**src/rtl/gpio_pkg.sv**
```systemverilog
// Shared GPIO definitions: interrupt FSM state type, pin-count limit and the
// irq_id width derivation used by gpio_irq_ctrl.
package gpio_pkg;

    localparam int GPIO_MAX_PINS = 32;

    typedef enum logic [1:0] {
        IDLE = 2'd0,
        REQ  = 2'd1,
        GAP  = 2'd2
    } irq_state_t;

    // A single pin still needs a one-bit id so the port never collapses to zero width
    function automatic int calc_idw(input int npins);
        return (npins > 1) ? $clog2(npins) : 1;
    endfunction

endpackage

```
**src/rtl/edge_detector.sv**
```systemverilog
// Registered rising/falling edge detector. Each pulse is one cycle long and
// appears the cycle after the new level is sampled.
module edge_detector #(
    parameter int WIDTH = 1
) (
    input  logic             clk,
    input  logic             n_rst,
    input  logic [WIDTH-1:0] sig_in,
    output logic [WIDTH-1:0] pos_edge,
    output logic [WIDTH-1:0] neg_edge
);

    logic [WIDTH-1:0] history;

    // History starts at 0, so a line held high out of reset reports one rise
    always_ff @(posedge clk or negedge n_rst) begin
        if (!n_rst) begin
            history  <= '0;
            pos_edge <= '0;
            neg_edge <= '0;
        end else begin
            history  <= sig_in;
            pos_edge <= sig_in & ~history;
            neg_edge <= ~sig_in & history;
        end
    end

endmodule

```
**src/rtl/gpio_irq_ctrl.sv**
```systemverilog
// Per-pin GPIO interrupt controller: sticky edge-pending bits arbitrated onto one
// request with lowest-index priority. Define GPIO_IRQ_SYNC_EN to add a 2-flop pin synchronizer.
module gpio_irq_ctrl
    import gpio_pkg::*;
#(
    parameter  int NPINS = 8,
    localparam int IDW   = calc_idw(NPINS)
) (
    input  logic             clk,
    input  logic             n_rst,
    input  logic [NPINS-1:0] pin_in,
    input  logic [NPINS-1:0] mode_rise,
    input  logic [NPINS-1:0] mode_fall,
    input  logic [NPINS-1:0] irq_en,
    input  logic             clr_valid,
    input  logic [NPINS-1:0] clr_mask,
    output logic [NPINS-1:0] pending,
    output logic             irq_req,
    output logic [IDW-1:0]   irq_id,
    input  logic             irq_ack
);

    irq_state_t       state, next_state;
    logic [NPINS-1:0] pin_s;
    logic [NPINS-1:0] pos_edge, neg_edge;
    logic [NPINS-1:0] hit, clr, ack_clr, eligible;
    logic [NPINS-1:0] pending_q;
    logic [IDW-1:0]   winner, irq_id_q, irq_id_d;
    logic             irq_req_q, irq_req_d;

    // Scanning downwards lets the lowest set index overwrite the rest
    function automatic logic [IDW-1:0] lowest_index(input logic [NPINS-1:0] vec);
        logic [IDW-1:0] idx;
        idx = '0;
        for (int i = NPINS - 1; i >= 0; i--) begin
            if (vec[i]) idx = IDW'(i);
        end
        return idx;
    endfunction

`ifdef GPIO_IRQ_SYNC_EN
    for (genvar g = 0; g < NPINS; g++) begin : g_sync
        logic [1:0] sync_ff;
        always_ff @(posedge clk or negedge n_rst) begin
            if (!n_rst) sync_ff <= 2'b00;
            else        sync_ff <= {sync_ff[0], pin_in[g]};
        end
        assign pin_s[g] = sync_ff[1];
    end
`else
    assign pin_s = pin_in;
`endif

    edge_detector #(.WIDTH(NPINS)) u_edge (
        .clk      (clk),
        .n_rst    (n_rst),
        .sig_in   (pin_s),
        .pos_edge (pos_edge),
        .neg_edge (neg_edge)
    );

    always_comb begin
        hit     = (pos_edge & mode_rise) | (neg_edge & mode_fall);
        ack_clr = '0;
        if (state == REQ && irq_ack) ack_clr[irq_id_q] = 1'b1;
        clr      = ({NPINS{clr_valid}} & clr_mask) | ack_clr;
        eligible = pending_q & irq_en;
        winner   = lowest_index(eligible);
    end

    // A new edge on the same cycle as a clear keeps the pin pending
    always_ff @(posedge clk or negedge n_rst) begin
        if (!n_rst) pending_q <= '0;
        else        pending_q <= hit | (pending_q & ~clr);
    end

    always_ff @(posedge clk or negedge n_rst) begin
        if (!n_rst) begin
            state     <= IDLE;
            irq_req_q <= 1'b0;
            irq_id_q  <= '0;
        end else begin
            state     <= next_state;
            irq_req_q <= irq_req_d;
            irq_id_q  <= irq_id_d;
        end
    end

    // Ack outranks withdrawal; GAP forces one low cycle between requests
    always_comb begin
        next_state = state;
        case (state)
            IDLE:    if (eligible != '0) next_state = REQ;
            REQ: begin
                if (irq_ack)                  next_state = GAP;
                else if (!eligible[irq_id_q]) next_state = IDLE;
            end
            GAP:     next_state = IDLE;
            default: next_state = IDLE;
        endcase
    end

    always_comb begin
        irq_req_d = (next_state == REQ);
        irq_id_d  = irq_id_q;
        if (state == IDLE && eligible != '0) irq_id_d = winner;
    end

    assign pending = pending_q;
    assign irq_req = irq_req_q;
    assign irq_id  = irq_id_q;

endmodule

```
**config.mk**
```make
export PLATFORM = sky130hd
export DESIGN_NAME = gpio_irq_ctrl
export DESIGN_NICKNAME = d
export VERILOG_FILES = /design/src/rtl/gpio_pkg.sv /design/src/rtl/edge_detector.sv /design/src/rtl/gpio_irq_ctrl.sv
export SDC_FILE = /design/constraint.sdc
export NUM_CORES = 1
export LEC_CHECK = 0
export CORE_MARGIN = 1.5
export CORE_UTILIZATION = 41
export CTS_BUF_LIST = sky130_fd_sc_hd__clkbuf_8
export CTS_CLUSTER_SIZE = 25
export DETAILED_ROUTE_END_ITERATION = 7
export PLACE_DENSITY = 0.78
export SLEW_MARGIN = 30
export SYNTH_ARGS = -nofsm -noshare
export SYNTH_HDL_FRONTEND = slang
export SYNTH_SLANG_ARGS = --single-unit
```
**constraint.sdc**
```tcl
create_clock -name clk -period 1.41 [get_ports clk]
set_input_delay 0.2115 -clock clk [delete_from_list [all_inputs] [get_ports clk]]
set_output_delay 0.2115 -clock clk [all_outputs]
set_load 0.01 [all_outputs]
```
==> reports/metrics.yaml, run 1 <==
logic_synthesis:
  synth-seq-cells: 38
  syn_inst: 135
  syn_nets: 179
  muxShareOfSynthArea_pct: 0.962
  ys_warn_count: 0
  synth_edf_count: 0
  ys_seq_area_share_pct: 60.9
  syn_area_um2: 1560
  synth-xor-area-share_pct: 0
  synth_common_cells: "38 x dfrtp_1, 28 x nand2_1, 18 x nor2b_1"
  synth_area_per_cell_um2: 11.6
  synth_compound_area_share_pct: 18.5
  synthDistinctLibCells: 30
  synthTopCellsByArea: "dfrtp_1 61%, nor2b_1 7.2%, nand2_1 6.7%"
  synthAdderAreaFrac_pct: 0
  yosysTopAreaCell: "dfrtp_1"
  synth_simple_gate_area_share_pct: 18.3
  synth.most_common_cell: "dfrtp_1"
  synth_top_family_by_area: "compound AO/OA/AOI/OAI gates"
  dominantRegCellSynth: "dfrtp_1"
  post-synth-top-area-fraction_pct: 60.9
  async_reset_ff_share_pct: 100
setup_path:
  worstPathArrival_ns: 1.58
  worstSetupPathType: "flop to flop"
  endpoint_kind: "flop"
  crit_start: "pending[2]"
  crit_path_max_fanout: 3
  worstPathRequired_ns: 1.59
  worstSetupStartpointType: "flop"
  reg2reg_from: "pending[2]"
pwr:
  leakage_nw: 1.11
  netSwitchingFraction_pct: 29.5
  clock_power_share_pct: 28.5
  peakVddDrop_mv: 1.20
  power.density_nw_per_um2: 1550
  power_mw: 3.82
  combinationalPowerShare_pct: 35.8
  intPower_mw: 2.69
  power_switching_mw: 1.13
  pwr-share-seq_pct: 35.7
clock_network:
  clock-sinks: 38
  cts_tree: "yes"
  cts.path.max_buffers: 2
  cts_buffers: 5
  cts_root_buf: "clkbuf_8"
  cts-htree-levels: 2
  clk_latency_ns: 0.29
  clk_pin_slew_worst_paths_ns: 0.07
timing:
  fin_crit_sh_pct: 99.9
  finClkSkew_ns: 0.00229
  tns_ns: 0
  fmax_ghz: 0.710
  rsz0062_at_grt: "yes"
  finalSetupViolations: 0
  slew_violations: 0
  tightest_slew_ns: 0.359
  maxSlewHeadroom_pct: 76.0
  min_period_ns: 1.41
  hold_viol: 0
status:
  status: "complete, no violations"
global_routing:
  grt_pass1_vias: 1458
  grt_max_degree: 24
  gr-total-overflow: 0
  grt_antenna_before_repair: 0
  grt_first_pass_wirelength_um: 6320
  grt_use_total_pct: 19.9
placement:
  hpwl_um: 2890
  io_buffers: 55
  dp.cells: 246
  gp_congestion: 0.973
floorplan:
  ios: 56
  core_um2: 3660
  die_height_um: 64.7
  fp-row-count: 22
  die_area_um2: 4190
  fp.dieW_um: 64.7
  floorplan.initialDensity_pct: 42.7
route:
  drc: 0
  drt-pass1-iter-count: 4
  drtAntennaViolNets: 0
  drt-total-wl_um: 3770
  drtIter0Drc: 51
  routed_wire_length_per_instance_um: 14.4
  vias: 1337
  viasPerCell: 5.10
finish:
  fillers: 283
  fin_nets: 257
  num_antenna_cells: 0
  utilization_pct: 67.4
  synthToLayoutAreaGrowth_pct: 57.9
  drive_above_1_share_pct: 18.7
  fin_cells: 262
job:
  cap_violations: 0
hold_path:
  hp-class: "input pin to asynchronous set/reset pin"
[worst max-delay path, cell delays in order, from the launching register on]
cell     delay, ns
dfrtp_1       0.39
buf_6         0.13
a22oi_4       0.17
nand3_2       0.13
o21ai_4       0.16
mux2_4        0.31
[timing repair]
action | 4_1_cts | 5_1_grt
setup endpoints to repair | 11 | 9
hold buffers | 1 | 0
setup buffers | 6 | 1
hold endpoints to repair | 15 | 0
pin swaps | 0 | 7
resized for setup | 11 | 11
[cell usage in the layout (no fill, tap or decap), drive strengths merged]
cell	n
a211oi	2
a21bo	1
a21oi	4
a221oi	1
a22o	1
a22oi	11
a31oi	3
and2	1
and3b	1
buf	19
bufinv	2
clkbuf	6
clkdlybuf4s50	43
clkinv	1
dfrtp	38
dlygate4sd2	6
dlygate4sd3	1
dlymetal6s2s	4
inv	1
mux2	1
nand2	28
nand2b	2
nand3	4
nor2	1
nor2b	18
nor3b	1
o211ai	6
o21ai	3
o221ai	2
o311ai	2
[registers in the layout, summed over array words and instances (netlist names)]
| register | count |
|---|---|
| pending | 8 |
| u_edge.history | 8 |
| u_edge.neg_edge | 8 |
| u_edge.pos_edge | 8 |
| irq_id | 3 |
| state | 2 |
| irq_req | 1 |
[logic make-up (layout without fill, tap and decap cells)]
family	Yosys count	in the layout
flops	38	38
mux	1	1
simple gates	56	56
buf+inv	4	83
compound gates	36	36
[final timing paths]
kind                                 endpoint  slack [ns]  cells after the start
setup / recovery                    irq_id[0]       0.002                      5
hold / removal             u_edge.pos_edge[5]        0.36                      2
setup reg to reg                    irq_id[0]       0.002                      5
hold reg to reg            u_edge.pos_edge[2]        0.42                      1
max in group asynchronous          pending[3]        0.60                      3
min in group clk            u_edge.history[5]        0.41                      1
[cell type report]
type                    count  area (µm²)  area share [%]
clock buffers               5        68.8            2.79
multi-input cells          93         597            24.2
inverters                   1        3.75           0.152
clock inverters             3        68.8            2.79
flip-flops and latches     38         956            38.8
well taps                  48        60.1            2.44
repair buffers             74         712            28.9
[through the flow]
stage	setup WS (ns)	area (µm²)	hold slack [ns]
after floorplan	0.0331	1560	-0.0841
after global placement	-0.183	2250	0.134
after detailed placement	-0.224	2250	0.144
after CTS	-0.0594	2430	0.366
after global routing	-0.0612	2470	0.400
final	0.00152	2470	0.355
[power groups by stage]
stage | clock network (mW) | registers, mW | logic (mW)
global route | 1.16 | 1.39 | 1.50
CTS | 1.12 | 1.36 | 1.34
detailed placement | 0 | 1.45 | 1.19
finish | 1.09 | 1.37 | 1.37
global placement | 0 | 1.44 | 1.17
floorplan | 0 | 1.45 | 0.558
[metal layers]
layer / GRT usage, % / part of all wire, % / up-vias
li1: - / - / 643
met1: 21.6 / 41 / 647
met2: 34.5 / 52 / 40
met3: 7.47 / 6.2 / 7
met4: 8.78 / 0.90 / 0
met5: 0 / 0 / -
Note: power is estimated with default switching activity, not from simulation.
==> run 2: changes to the inputs <==
==> constraint.sdc (replaced) <==
create_clock -name clk -period 1.41 [get_ports clk]
set_input_delay 0.141 -clock clk [delete_from_list [all_inputs] [get_ports clk]]
set_output_delay 0.141 -clock clk [all_outputs]
set_load 0.01 [all_outputs]
==> run 2 against run 1 <==
Cell area decreased by 2.3%. Sequential share of layout area increased by 0.91 points. Wire length decreased by 4.7%. Hold slack got worse by 0.0078 ns. Combinational power about the same. Global-route usage decreased by 1.3 points. Clock-buffer cell count unchanged. Register-to-register slack about the same. Non-clock buffer count unchanged. Final cell count decreased by 0.38%. Clock skew increased by 0.0059 ns. Flip-flop and latch count unchanged. Largest cell class unchanged.
==> reports/metrics.yaml, run 2 (same netlist as run 1, synthesis figures left out) <==
placement:
  io_buffers: 55  # unchanged
  hpwl_um: 2860  # -0.79%
  gp_congestion: 0.927  # -4.8%
  dpl-instance-area_um2: 2240  # -0.33%
route:
  viasPerCell: 4.95  # -2.9%
  drt-total-wl_um: 3590  # -4.7%
  drtAntennaViolNets: 0  # unchanged
  vias: 1293  # -3.3%
  drtIter0Drc: 55  # +7.8%
  drt-pass1-iter-count: 4  # unchanged
  drc: 0  # unchanged
  routed_wire_length_per_instance_um: 13.8  # -4.4%
job:
  cap_violations: 0  # unchanged
floorplan:
  fp-row-count: 22  # unchanged
  floorplan.initialDensity_pct: 42.7  # unchanged
  ios: 56  # unchanged
  die_height_um: 64.7  # unchanged
  core_um2: 3660  # unchanged
  die_area_um2: 4190  # unchanged
  fp.dieW_um: 64.7  # unchanged
timing:
  rsz0062_at_grt: "yes"
  min_period_ns: 1.41  # +0.000434 ns
  finClkSkew_ns: 0.00815  # +0.00585 ns
  hold_slack_ns: 0.347  # -0.00784 ns
  slew_violations: 0  # unchanged
  finalSetupViolations: 0  # unchanged
  tightest_slew_ns: 0.472  # +0.112 ns
  hold_viol: 0  # unchanged
  fmax_ghz: 0.710  # about the same
  fin_crit_sh_pct: 99.9  # about the same
  maxSlewHeadroom_pct: 68.6  # -7.5 points
setup_path:
  crit_path_max_fanout: 3  # unchanged
  worstPathArrival_ns: 1.57  # about the same
  worstSetupPathType: "flop to flop"
  endpoint_kind: "flop"
  worstPathRequired_ns: 1.57  # -0.02 ns
  worstSetupStartpointType: "flop"
clock_network:
  cts.path.max_buffers: 2  # unchanged
  cts_tree: "yes"
  clock-sinks: 38  # unchanged
  clk_pin_slew_worst_paths_ns: 0.07  # about the same
  clk_latency_ns: 0.28  # about the same
  cts_buffers: 5  # unchanged
  cts_root_buf: "clkbuf_8"
  cts-htree-levels: 2  # unchanged
finish:
  drive_above_1_share_pct: 17.4  # -1.3 points
  regArea_um2: 956  # unchanged
  synthToLayoutAreaGrowth_pct: 54.3
  multiInputGateArea_um2: 597  # unchanged
  fin_nets: 257  # unchanged
  mostFrequentLayoutCell: "clkdlybuf4s50_1"
  num_antenna_cells: 0  # unchanged
  design_area_um2: 2410  # -2.3%
  fillers: 290  # +2.5%
  layout_common_cells: "47 x clkdlybuf4s50_1, 34 x dfrtp_1, 28 x nand2_1"
global_routing:
  gr-total-overflow: 0  # unchanged
  grt_first_pass_wirelength_um: 6000  # -5.1%
  grt_use_total_pct: 18.7  # -1.3 points
  grt_max_degree: 21  # -13%
  grt_antenna_before_repair: 0  # unchanged
  grt_pass1_vias: 1390  # -4.7%
pwr:
  combinationalPowerShare_pct: 39.1  # +3.3 points
  power.density_nw_per_um2: 1420  # -8.5%
  peakVddDrop_mv: 0.765  # -36%
  pwr-share-seq_pct: 41.4  # +5.7 points
  netSwitchingFraction_pct: 31.6  # +2.1 points
  leakage_nw: 1.07  # -3.7%
  clock_power_share_pct: 19.6  # -8.9 points
  intPower_mw: 2.34  # -13%
  power_switching_mw: 1.08  # -4.3%
hold_path:
  hp-class: "input pin to flop"
status:
  status: "complete, no violations"
[run 2: path summary, 6_finish.rpt]
path / start / to / slack (ns) / cells past startpoint
setup / recovery: pending[2] / irq_id[0] / 0.001 / 5
hold / removal: pin_in[7] / u_edge.history[7] / 0.35 / 1
setup reg to reg: pending[2] / irq_id[0] / 0.001 / 5
hold reg to reg: u_edge.history[3] / u_edge.pos_edge[3] / 0.41 / 1
max in group asynchronous: n_rst / irq_id[1] / 0.56 / 3
min in group asynchronous: n_rst / u_edge.pos_edge[3] / 0.38 / 2
[run 2: layout make-up]
class	instances	area share, %
multi-input combinational	93	24.8
clock buffer	5	2.86
timing repair buffer	74	29.6
tap	48	2.49
clock inverter	2	0.467
sequential	38	39.7
inverter	1	0.156
[run 2: power groups by stage]
stage / registers [mW] / logic [mW] / clock network (mW)
2_1_floorplan: 1.45 / 0.558 / 0
3_3_place_gp: 1.47 / 1.15 / 0
3_5_place_dp: 1.48 / 1.16 / 0
4_1_cts: 1.41 / 1.30 / 0.697
5_1_grt: 1.44 / 1.46 / 0.737
6_report: 1.41 / 1.34 / 0.669
[run 2: metrics by stage]
stage	power [mW]	util, %	setup WS (ns)	TNS (ns)	std cells
after floorplan	2.01	-	0.0331	0	135
after global placement	2.61	61.1	-0.108	-0.246	245
after detailed placement	2.64	61.1	-0.151	-0.477	245
after CTS	3.41	64.8	-0.0424	-0.0424	259
after global routing	3.64	65.8	-0.0434	-0.0434	261
final	3.42	65.8	0.00109	0	261
[run 2: worst max-delay path, cell delays in order, from the launching register on]
cell	delay (ns)
dfrtp_1	0.38
buf_4	0.14
a22oi_4	0.18
nand3_2	0.13
o21ai_4	0.16
mux2_4	0.31
[run 2: repair_timing]
action | in CTS | in global routing
gates resized for setup | 8 | 8
cloned | 0 | 0
pin swaps | 0 | 5
endpoints found under the hold margin | 18 | 0
hold buffers | 1 | 0
setup endpoints to repair | 8 | 7
buffers inserted | 6 | 2
[run 2: per-layer routing]
layer	vias up	GRT usage, %	part of all wire [%]
li1	636	-	-
met1	622	21.9	41
met2	35	34.7	53
met3	0	5.21	5.7
met4	0	2.39	0
met5	-	0	0
